--- src/rtl/ram_ctrl_pkg.sv ---
// rtl/ram_ctrl_pkg.sv - shared types and constants for the RAM port arbiter
package ram_ctrl_pkg;

    typedef enum logic {
        CLEAR = 1'b0,
        RUN   = 1'b1
    } state_e;

    localparam int REQ_A = 0;
    localparam int REQ_B = 1;

endpackage

--- src/rtl/ram_port_arbiter_if.sv ---
// rtl/ram_port_arbiter_if.sv - one requester port of the RAM port arbiter
interface ram_port_arbiter_if #(
    parameter int ADDR_WIDTH = 8,
    parameter int DATA_WIDTH = 1
) ();

    logic                  req;
    logic                  we;
    logic [ADDR_WIDTH-1:0] addr;
    logic [DATA_WIDTH-1:0] wdata;
    logic                  gnt;
    logic [DATA_WIDTH-1:0] rdata;
    logic                  rvalid;

    modport master (
        output req, we, addr, wdata,
        input  gnt, rdata, rvalid
    );

    modport slave (
        input  req, we, addr, wdata,
        output gnt, rdata, rvalid
    );

endinterface

--- src/rtl/ram_port_arbiter_rr_arb2.sv ---
// rtl/ram_port_arbiter_rr_arb2.sv - two-input round-robin arbiter with one priority flop
module rr_arb2
    import ram_ctrl_pkg::*;
(
    input  logic       clk,
    input  logic       rst_n,
    input  logic [1:0] req_i,
    input  logic       en_i,
    output logic [1:0] gnt_o
);

    // 0 favours A, 1 favours B; only contention moves it
    logic prio_b_q;

    always_comb begin
        gnt_o = 2'b00;
        if (en_i) begin
            if (req_i == 2'b11) begin
                if (prio_b_q) gnt_o[REQ_B] = 1'b1;
                else          gnt_o[REQ_A] = 1'b1;
            end else begin
                gnt_o = req_i;
            end
        end
    end

    always_ff @(posedge clk or negedge rst_n) begin
        if (!rst_n) begin
            prio_b_q <= 1'b0;
        end else if (en_i && (req_i == 2'b11)) begin
            prio_b_q <= ~prio_b_q;
        end
    end

endmodule

--- src/rtl/ram_port_arbiter.sv ---
// rtl/ram_port_arbiter.sv - clears a single-port RAM, then arbitrates ports A and B onto it
module ram_port_arbiter
    import ram_ctrl_pkg::*;
#(
    parameter int ADDR_WIDTH = 8,
    parameter int DATA_WIDTH = 1
) (
    input  logic                  clk,
    input  logic                  rst_n,
    ram_port_arbiter_if.slave     port_a,
    ram_port_arbiter_if.slave     port_b,
    output logic                  init_done,
    output logic                  ram_we,
    output logic [ADDR_WIDTH-1:0] ram_addr,
    output logic [DATA_WIDTH-1:0] ram_din,
    input  logic [DATA_WIDTH-1:0] ram_dout
);

    state_e                state_q;
    logic [ADDR_WIDTH-1:0] cnt_q;
    logic [ADDR_WIDTH-1:0] addr_hold_q;
    logic [DATA_WIDTH-1:0] din_hold_q;
    logic [DATA_WIDTH-1:0] rdata_a_q, rdata_b_q;
    logic                  rvalid_a_q, rvalid_b_q;
    logic                  init_done_q;
    logic [1:0]            gnt;
    logic                  rd_a, rd_b;

    rr_arb2 u_arb (
        .clk   (clk),
        .rst_n (rst_n),
        .req_i ({port_b.req, port_a.req}),
        .en_i  (state_q == RUN),
        .gnt_o (gnt)
    );

    assign rd_a = gnt[REQ_A] & ~port_a.we;
    assign rd_b = gnt[REQ_B] & ~port_b.we;

    // Idle cycles keep the bus parked on the last address/data
    always_comb begin
        ram_we   = 1'b0;
        ram_addr = addr_hold_q;
        ram_din  = din_hold_q;
        if (state_q == CLEAR) begin
            ram_we   = 1'b1;
            ram_addr = cnt_q;
            ram_din  = '0;
        end else if (gnt[REQ_A]) begin
            ram_we   = port_a.we;
            ram_addr = port_a.addr;
            ram_din  = port_a.wdata;
        end else if (gnt[REQ_B]) begin
            ram_we   = port_b.we;
            ram_addr = port_b.addr;
            ram_din  = port_b.wdata;
        end
    end

    always_ff @(posedge clk or negedge rst_n) begin
        if (!rst_n) begin
            state_q     <= CLEAR;
            cnt_q       <= '0;
            addr_hold_q <= '0;
            din_hold_q  <= '0;
            rdata_a_q   <= '0;
            rdata_b_q   <= '0;
            rvalid_a_q  <= 1'b0;
            rvalid_b_q  <= 1'b0;
            init_done_q <= 1'b0;
        end else begin
            addr_hold_q <= ram_addr;
            din_hold_q  <= ram_din;
            rvalid_a_q  <= rd_a;
            rvalid_b_q  <= rd_b;
            if (rd_a) rdata_a_q <= ram_dout;
            if (rd_b) rdata_b_q <= ram_dout;
            case (state_q)
                CLEAR: begin
                    cnt_q <= cnt_q + 1'b1;
                    if (cnt_q == '1) begin
                        state_q     <= RUN;
                        init_done_q <= 1'b1;
                    end
                end
                RUN:     state_q <= RUN;
                default: state_q <= CLEAR;
            endcase
        end
    end

    assign port_a.gnt    = gnt[REQ_A];
    assign port_b.gnt    = gnt[REQ_B];
    assign port_a.rdata  = rdata_a_q;
    assign port_b.rdata  = rdata_b_q;
    assign port_a.rvalid = rvalid_a_q;
    assign port_b.rvalid = rvalid_b_q;
    assign init_done     = init_done_q;

endmodule
--- src/flat_wrapper.sv ---
// flat-port wrapper written by rule: the top's interface ports become plain ports
module ram_port_arbiter_flat import ram_ctrl_pkg::*;
#(
    parameter int ADDR_WIDTH = 8,
    parameter int DATA_WIDTH = 1
)
  (clk, rst_n, init_done, ram_we, ram_addr, ram_din, ram_dout, port_a_req, port_a_we, port_a_addr, port_a_wdata, port_a_gnt, port_a_rdata, port_a_rvalid, port_b_req, port_b_we, port_b_addr, port_b_wdata, port_b_gnt, port_b_rdata, port_b_rvalid);
  ram_port_arbiter_if #(.ADDR_WIDTH(ADDR_WIDTH), .DATA_WIDTH(DATA_WIDTH)) port_a_i ();
  ram_port_arbiter_if #(.ADDR_WIDTH(ADDR_WIDTH), .DATA_WIDTH(DATA_WIDTH)) port_b_i ();
  input  logic clk;
  input  logic rst_n;
  output logic init_done;
  output logic ram_we;
  output logic [ADDR_WIDTH-1:0] ram_addr;
  output logic [DATA_WIDTH-1:0] ram_din;
  input  logic [DATA_WIDTH-1:0] ram_dout;
  input wire logic [$bits(port_a_i.req)-1:0] port_a_req;
  input wire logic [$bits(port_a_i.we)-1:0] port_a_we;
  input wire logic [$bits(port_a_i.addr)-1:0] port_a_addr;
  input wire logic [$bits(port_a_i.wdata)-1:0] port_a_wdata;
  output wire logic [$bits(port_a_i.gnt)-1:0] port_a_gnt;
  output wire logic [$bits(port_a_i.rdata)-1:0] port_a_rdata;
  output wire logic [$bits(port_a_i.rvalid)-1:0] port_a_rvalid;
  input wire logic [$bits(port_b_i.req)-1:0] port_b_req;
  input wire logic [$bits(port_b_i.we)-1:0] port_b_we;
  input wire logic [$bits(port_b_i.addr)-1:0] port_b_addr;
  input wire logic [$bits(port_b_i.wdata)-1:0] port_b_wdata;
  output wire logic [$bits(port_b_i.gnt)-1:0] port_b_gnt;
  output wire logic [$bits(port_b_i.rdata)-1:0] port_b_rdata;
  output wire logic [$bits(port_b_i.rvalid)-1:0] port_b_rvalid;
  assign port_a_i.req = port_a_req;
  assign port_a_i.we = port_a_we;
  assign port_a_i.addr = port_a_addr;
  assign port_a_i.wdata = port_a_wdata;
  assign port_a_gnt = port_a_i.gnt;
  assign port_a_rdata = port_a_i.rdata;
  assign port_a_rvalid = port_a_i.rvalid;
  assign port_b_i.req = port_b_req;
  assign port_b_i.we = port_b_we;
  assign port_b_i.addr = port_b_addr;
  assign port_b_i.wdata = port_b_wdata;
  assign port_b_gnt = port_b_i.gnt;
  assign port_b_rdata = port_b_i.rdata;
  assign port_b_rvalid = port_b_i.rvalid;
  ram_port_arbiter #(.ADDR_WIDTH(ADDR_WIDTH), .DATA_WIDTH(DATA_WIDTH)) u_core (.clk(clk), .rst_n(rst_n), .port_a(port_a_i), .port_b(port_b_i), .init_done(init_done), .ram_we(ram_we), .ram_addr(ram_addr), .ram_din(ram_din), .ram_dout(ram_dout));
endmodule
--- config.mk ---
export PLATFORM = sky130hd
export DESIGN_NAME = ram_port_arbiter_flat
export DESIGN_NICKNAME = d
export VERILOG_FILES = /design/src/rtl/ram_ctrl_pkg.sv /design/src/rtl/ram_port_arbiter_if.sv /design/src/rtl/ram_port_arbiter_rr_arb2.sv /design/src/rtl/ram_port_arbiter.sv /design/src/flat_wrapper.sv
export SDC_FILE = /design/constraint.sdc
export NUM_CORES = 1
export LEC_CHECK = 0
export BUFFER_PORTS_ARGS = -buffer_cell sky130_fd_sc_hd__buf_2
export CAP_MARGIN = 20
export CORE_ASPECT_RATIO = 1.5
export CORE_MARGIN = 2
export CORE_UTILIZATION = 40
export CTS_CLUSTER_SIZE = 40
export DETAILED_ROUTE_END_ITERATION = 10
export GPL_TIMING_DRIVEN = 0
export HOLD_SLACK_MARGIN = 0.15
export PLACE_DENSITY = 0.7
export SETUP_SLACK_MARGIN = 0.1
export SLEW_MARGIN = 25
export SYNTH_ARGS = -nofsm -noshare
export SYNTH_HDL_FRONTEND = slang
export SYNTH_SLANG_ARGS = --single-unit
--- constraint.sdc ---
create_clock -name clk -period 2 [get_ports clk]
set_input_delay 0.1 -clock clk [delete_from_list [all_inputs] [get_ports clk]]
set_output_delay 0.1 -clock clk [all_outputs]
set_load 0.02 [all_outputs]
# --- Word level (Yosys, flattened, before mapping) ---
# Cells that the tools add are included.
word_totals:
  ramBits: 0
  latchBits: 0
  inputBits: 25
  rom_bits: 0
  memories: 0
  elab_cells: 36
  register_bits: 24
op_classes:
  mul: 0
  mux: 15
  addsub: 1
  shifts: 0
  reduce_logical: 2
  bitwise_logic: 6
  div_mod_pow: 0
  magnitude_cmp: 0
  eq_ne: 2
op_table:
  columns: ["cell", "count"]
  rows:
  - ["8-bit two-way mux", 3]
  - ["1-bit two-way mux", 9]
  - ["8-bit by 1-bit adder with 8-bit output (second input constant)", 1]
  - ["8-bit == test (second input constant)", 1]
  - ["2-bit two-way mux", 2]
  - ["1-bit inverter", 4]
  - ["1-bit AND", 2]
  - ["2-bit == test (second input constant)", 1]
  - ["1-bit case mux with 2 select lines", 1]
  - ["2-bit AND reduction", 1]
  - ["1-bit logical AND", 1]

# --- Logic depth before layout (Yosys ltp) ---
logic_depth:
  word_depth: 6
  depth_mapped: 4
  ltp_nobuf: 4

# --- By module ---
# A second synthesis with hierarchy kept.
unflattened:
  cells_unflattened: 109
  area_unflattened_um2: 1141.1
by_module_without_submodules:
  columns: ["mod", "n_inst", "cells_per_inst", "area_per_inst_um2"]
  rows:
  - ["ram_port_arbiter", 1, 101, 1081.0]
  - ["rr_arb2", 1, 8, 60.1]

# --- Least setup slack after synthesis ---
# No wires, ideal clock.
synth_timing:
  path_type: "register to register"
  start: "register u_core.u_arb.prio_b_q"
  end: "register u_core.addr_hold_q[2]"
  path_stages_with_launch: 5
  required_ns: 1.814
  setup_ns: 0.186
  arrival_ns: 1.381
  n_path_buf: 1
  synth_period_minus_slack_ns: 1.567
  setup_slack_ns: 0.433
  path_cell_list: "dfrtp_1 -> buf_4 -> and2b_1 -> o32ai_1 -> o21ai_0"
synth_between:
  elab_chain_cells: 6
  elab_cells_between_ends: 7
  classes_between: "7 x mux"
synth_lines:
  columns: ["element", "line", "rtl"]
  rows:
  - ["start, declared", "ram_port_arbiter_rr_arb2.sv:13", "logic prio_b_q;"]
  - ["start signal, assigned", "ram_port_arbiter_rr_arb2.sv:31", "prio_b_q <= ~prio_b_q;"]
  - ["1-bit two-way mux", "ram_port_arbiter_rr_arb2.sv:19", "if (prio_b_q) gnt_o[REQ_B] = 1'b1;"]
  - ["2-bit two-way mux (*)", "ram_port_arbiter_rr_arb2.sv:18", "if (req_i == 2'b11) begin"]
  - ["2-bit two-way mux (*)", "ram_port_arbiter_rr_arb2.sv:17", "if (en_i) begin"]
  - ["8-bit two-way mux", "ram_port_arbiter.sv:53", "end else if (gnt[REQ_B]) begin"]
  - ["8-bit two-way mux (*)", "ram_port_arbiter.sv:49", "end else if (gnt[REQ_A]) begin"]
  - ["8-bit two-way mux (*)", "ram_port_arbiter.sv:45", "if (state_q == CLEAR) begin"]
  - ["net ram_addr[2]", "flat_wrapper.sv:14", "output logic [ADDR_WIDTH-1:0] ram_addr;"]
  - ["end signal, assigned", "ram_port_arbiter.sv:72", "addr_hold_q <= ram_addr;"]
  - ["end, declared", "ram_port_arbiter.sv:21", "logic [ADDR_WIDTH-1:0] addr_hold_q;"]
# Mark *: on every way through the listed nets, which the timed path passes. The rest lies on a longest branch.
# A chain may end at the register's enable or synchronous reset.

# --- Final worst setup path ---
layout_timing:
  start: "register u_core.u_arb.prio_b_q"
  end: "output port ram_addr[5]"
layout_between:
  elab_chain_cells: 6
  elab_cells_between_ends: 7
  classes_between: "7 x mux"
layout_lines:
  columns: ["element", "line"]
  rows:
  - ["1-bit two-way mux", "ram_port_arbiter_rr_arb2.sv:19"]
  - ["2-bit two-way mux (*)", "ram_port_arbiter_rr_arb2.sv:18"]
  - ["2-bit two-way mux (*)", "ram_port_arbiter_rr_arb2.sv:17"]
  - ["8-bit two-way mux", "ram_port_arbiter.sv:53"]
  - ["8-bit two-way mux (*)", "ram_port_arbiter.sv:49"]
  - ["8-bit two-way mux (*)", "ram_port_arbiter.sv:45"]
  - ["end, declared", "flat_wrapper.sv:14"]
# Mark *: on every way between the ends. The rest lies on a longest branch, timed or not.

==> flow_summary_export.csv <==
group,metric,value,unit
routing,firstDrtPassIters,4,
critical_path,cp.arrival,1.68,ns
global_route,track_usage,18.1,%
pwr,pwr-share-comb,7.5,%
floorplan,die_w,48.7,µm
yosys,synth_nets,135,
critical_path,required,1.90,ns
floorplan,num_rows,24,
critical_path,cpPeakStageDelay,0.34,ns
global_route,grt_pass1_wl,4.82,mm
floorplan,ios,42,
min_path,hp-start,"port_b_we",
global_route,grt_pass1_vias,1134,
yosys,synth_cell_types,38,
job,max_cap_violations,0,
place,gp_congestion,0.808,
layout,n_antenna_cell,0,
yosys,synthFlopType,"dfrtp_1",
timing,final-hold-violation-count,0,
routing,wl_per_cell,14.8,µm
critical_path,slowest_stage,"o32ai_1",
yosys,syn_inst,109,
yosys,yosysWarnings,0,
yosys,synth_compound_area_share,20.4,%
status,status,"completed",
critical_path,cp_cell_sequence,"buf_4, and2b_1, o32ai_1, o22ai_1, buf_2",
timing,drv_slew,0,
global_route,use_met3,1.48,%
critical_path,reg2reg_depth,4,
pwr,p_switching,190,µW
place,numPortBuffers,41,
pwr,seqPwrFrac,49.6,%
pwr,p_clk_share,42.8,%
timing,period_needed,1.78,ns
layout,fin_util,54.2,%
floorplan,floorplan.initialDensity,41.7,%
timing,grt_setup_unrepaired,"yes",
clock_network,cts-root-buf,"clkbuf_8",
routing,ant_nets,0,
global_route,met1_usage,20.0,%
timing,worst_slew_margin_rel,64.2,%
yosys,seq_area_frac_synth,50.0,%
yosys,synthAdderAreaFrac,1.04,%
global_route,grt_max_degree,25,
yosys,ys_ff_latch,24,
routing,drt-total-wl,2.90,mm
clock_network,insertion_delay,0.26,ns
routing,drt-initial-drc-count,43,
yosys,async_flop_share,100,%
min_path,min_path_cells,3,
floorplan,die_h,71.1,µm
timing,tightest_slew,0.537,ns
floorplan,core,2880,µm²
critical_path,r2r_slack,0.55,ns
yosys,synth-simple-area-share,14.2,%
global_route,met2_usage,32.9,%
critical_path,critPathLaunchType,"flop",
timing,setup_slack,0.217,ns
clock_network,cts_tree,"yes",
min_path,hold_path_end,"u_core.port_b.rvalid$_DFF_PN0_",
pwr,internal_power,786,µW
pwr,power_leakage,0.781,nW
clock_network,numCtsBuffers,3,
yosys,postSynthAreaPerCell,11.0,µm²
global_route,top_usage_layer,"met2",
yosys,synth_top_cells_by_area,"dfrtp_1 (50%), xnor2_1 (5.1%), o32ai_1 (4.4%)",
timing,fin_tns_setup,0,ns
timing,setup-violations-final,0,
min_path,worst_hold_path_type,"input pin to flop",
routing,num_vias,1071,
critical_path,timing.rr.start,"u_core.state_q$_DFF_PN0_",
timing,fin_crit_sh,89.2,%
place,hpwl,2.19,mm
timing,worst_clock_skew,0.00659,ns
floorplan,dieArea,3470,µm²
routing,via_per_inst,5.46,
yosys,synth_xor_area_share,5.83,%
clock_network,h-tree-depth,1,
clock_network,clock-sinks,24,
place,dp_slack,0.497,ns
critical_path,r2r-end,"u_core.port_a.rvalid$_DFF_PN0_",
global_route,antenna_found_initial,0,
yosys,synth.mux.area_fraction,3.13,%
yosys,synth_top_area_cell,"dfrtp_1",
routing,drc,0,
clock_network,clockBufferDepth,2,
layout,drive_gt1_share,37.6,%
pwr,sw_frac_of_total,19.5,%
clock_network,cts_resized,0,
pwr,power_density,625,nW/µm²
layout,synthToLayoutAreaGrowth,30.1,%
yosys,synthTopCellsByCount,"dfrtp_1 (24), o21ai_0 (8), inv_1 (7), nand2_1 (7), xnor2_1 (7)",
clock_network,path_clk_slew,0.09,ns
yosys,netlist_area,1200,µm²
timing,fmax,0.561,GHz
critical_path,crit_type,"flop to output pin",
pwr,power.total,976,µW
global_route,grt_overflow,0,
yosys,synth_edf_count,0,
yosys,synth_top_area_share,50.0,%
layout,nets,184,
critical_path,cp_max_fo,8,
pwr,ir_worst_vdd,347,µV
clock_network,post_cts_buffers,0,
yosys,yosysMostFrequentCell,"dfrtp_1",
critical_path,crit_path_end_kind,"output pin",
yosys,synth_top_family_by_area,"compound AO/OA/AOI/OAI gates",
-- worst max path at each step --
stage / start / end / slack (ns) / cells after the start
finish: u_core.u_arb.prio_b_q$_DFFE_PN0P_ / ram_addr[5] / 0.22 / 5
global route: u_core.u_arb.prio_b_q$_DFFE_PN0P_ / ram_addr[5] / 0.1 / 5
CTS: u_core.state_q$_DFF_PN0_ / ram_addr[2] / 0.20 / 5
detailed placement: u_core.state_q$_DFF_PN0_ / ram_addr[2] / 0.50 / 5
global placement: u_core.state_q$_DFF_PN0_ / ram_addr[2] / 0.54 / 5
floorplan: u_core.u_arb.prio_b_q$_DFFE_PN0P_ / u_core.addr_hold_q[2]$_DFF_PN0_ / 0.43 / 4
-- worst max-delay path, delay by kind of cell, from the launching register on --
kind	cells	cell delay (ns)
buffers and inverters	2	0.34
AOI/OAI and AO/OA	2	0.48
and+or+nand+nor	1	0.26
DFF	1	0.33
-- cell families (layout without fill, tap and decap cells) --
| logic type | count (synthesis) | in the layout |
|---|---|---|
| AO/OA/AOI/OAI | 33 | 33 |
| AND/OR/NAND/NOR | 28 | 28 |
| flip-flops | 24 | 24 |
| buffers and inverters | 12 | 60 |
| XOR/XNOR | 8 | 8 |
| multiplexers | 3 | 3 |
| adder cells (fa/ha/maj) | 1 | 1 |
-- flip-flops by register name, indices dropped and copies added, names as in the netlist --
name / flops
u_core.port_a.rdata: 1
u_core.port_b.rvalid: 1
u_core.cnt_q: 8
u_core.init_done: 1
u_core.state_q: 1
u_core.u_arb.prio_b_q: 1
u_core.din_hold_q: 1
u_core.port_a.rvalid: 1
u_core.addr_hold_q: 8
u_core.port_b.rdata: 1
-- placed cells by master (no fill, tap or decap), types with 3 or more instances in the layout --
master	n
clkbuf_8	3
xnor2_1	7
nand2_1	7
o21ai_0	8
buf_2	42
inv_1	7
nor2_1	6
dfrtp_1	24
a21o_1	3
o32ai_1	6
o22ai_1	5
dlygate4sd3_1	4
-- per-stage QoR --
step	hold WS (ns)	cell area, µm²	std cells
after global placement	0.109	1460	189
final	0.163	1560	196
after global routing	0.158	1560	196
after detailed placement	0.113	1460	189
after floorplan	-0.196	1200	109
after CTS	0.155	1570	197
-- final cells by class --
class	instances	area, µm²
fill	273	1320
tap	39	48.8
sequential	24	601
multi-input combinational	73	536
inverter	7	26.3
buffer	4	35.0
clock inverter	1	30.0
timing repair buffer	45	245
clock buffer	3	41.3
-- per-layer routing --
metal	vias up	routed length, µm
met5	-	0
met4	0	108
met3	12	103
met2	54	1550
met1	518	1130
li1	487	-
-- timing repair --
action / in CTS / in global routing
hold endpoints to repair: 27 / 0
hold buffers: 4 / 0
setup endpoints to repair: 0 / 4
-- power by group through the flow --
stage	clock (mW)	combinational [mW]	sequential (mW)
after CTS	0.425	0.0739	0.485
after global placement	0	0.0670	0.494
after floorplan	0	0.0254	0.495
after detailed placement	0	0.0696	0.494
after global routing	0.455	0.0820	0.485
final	0.418	0.0737	0.485
Power figures use the tool's default switching activity.
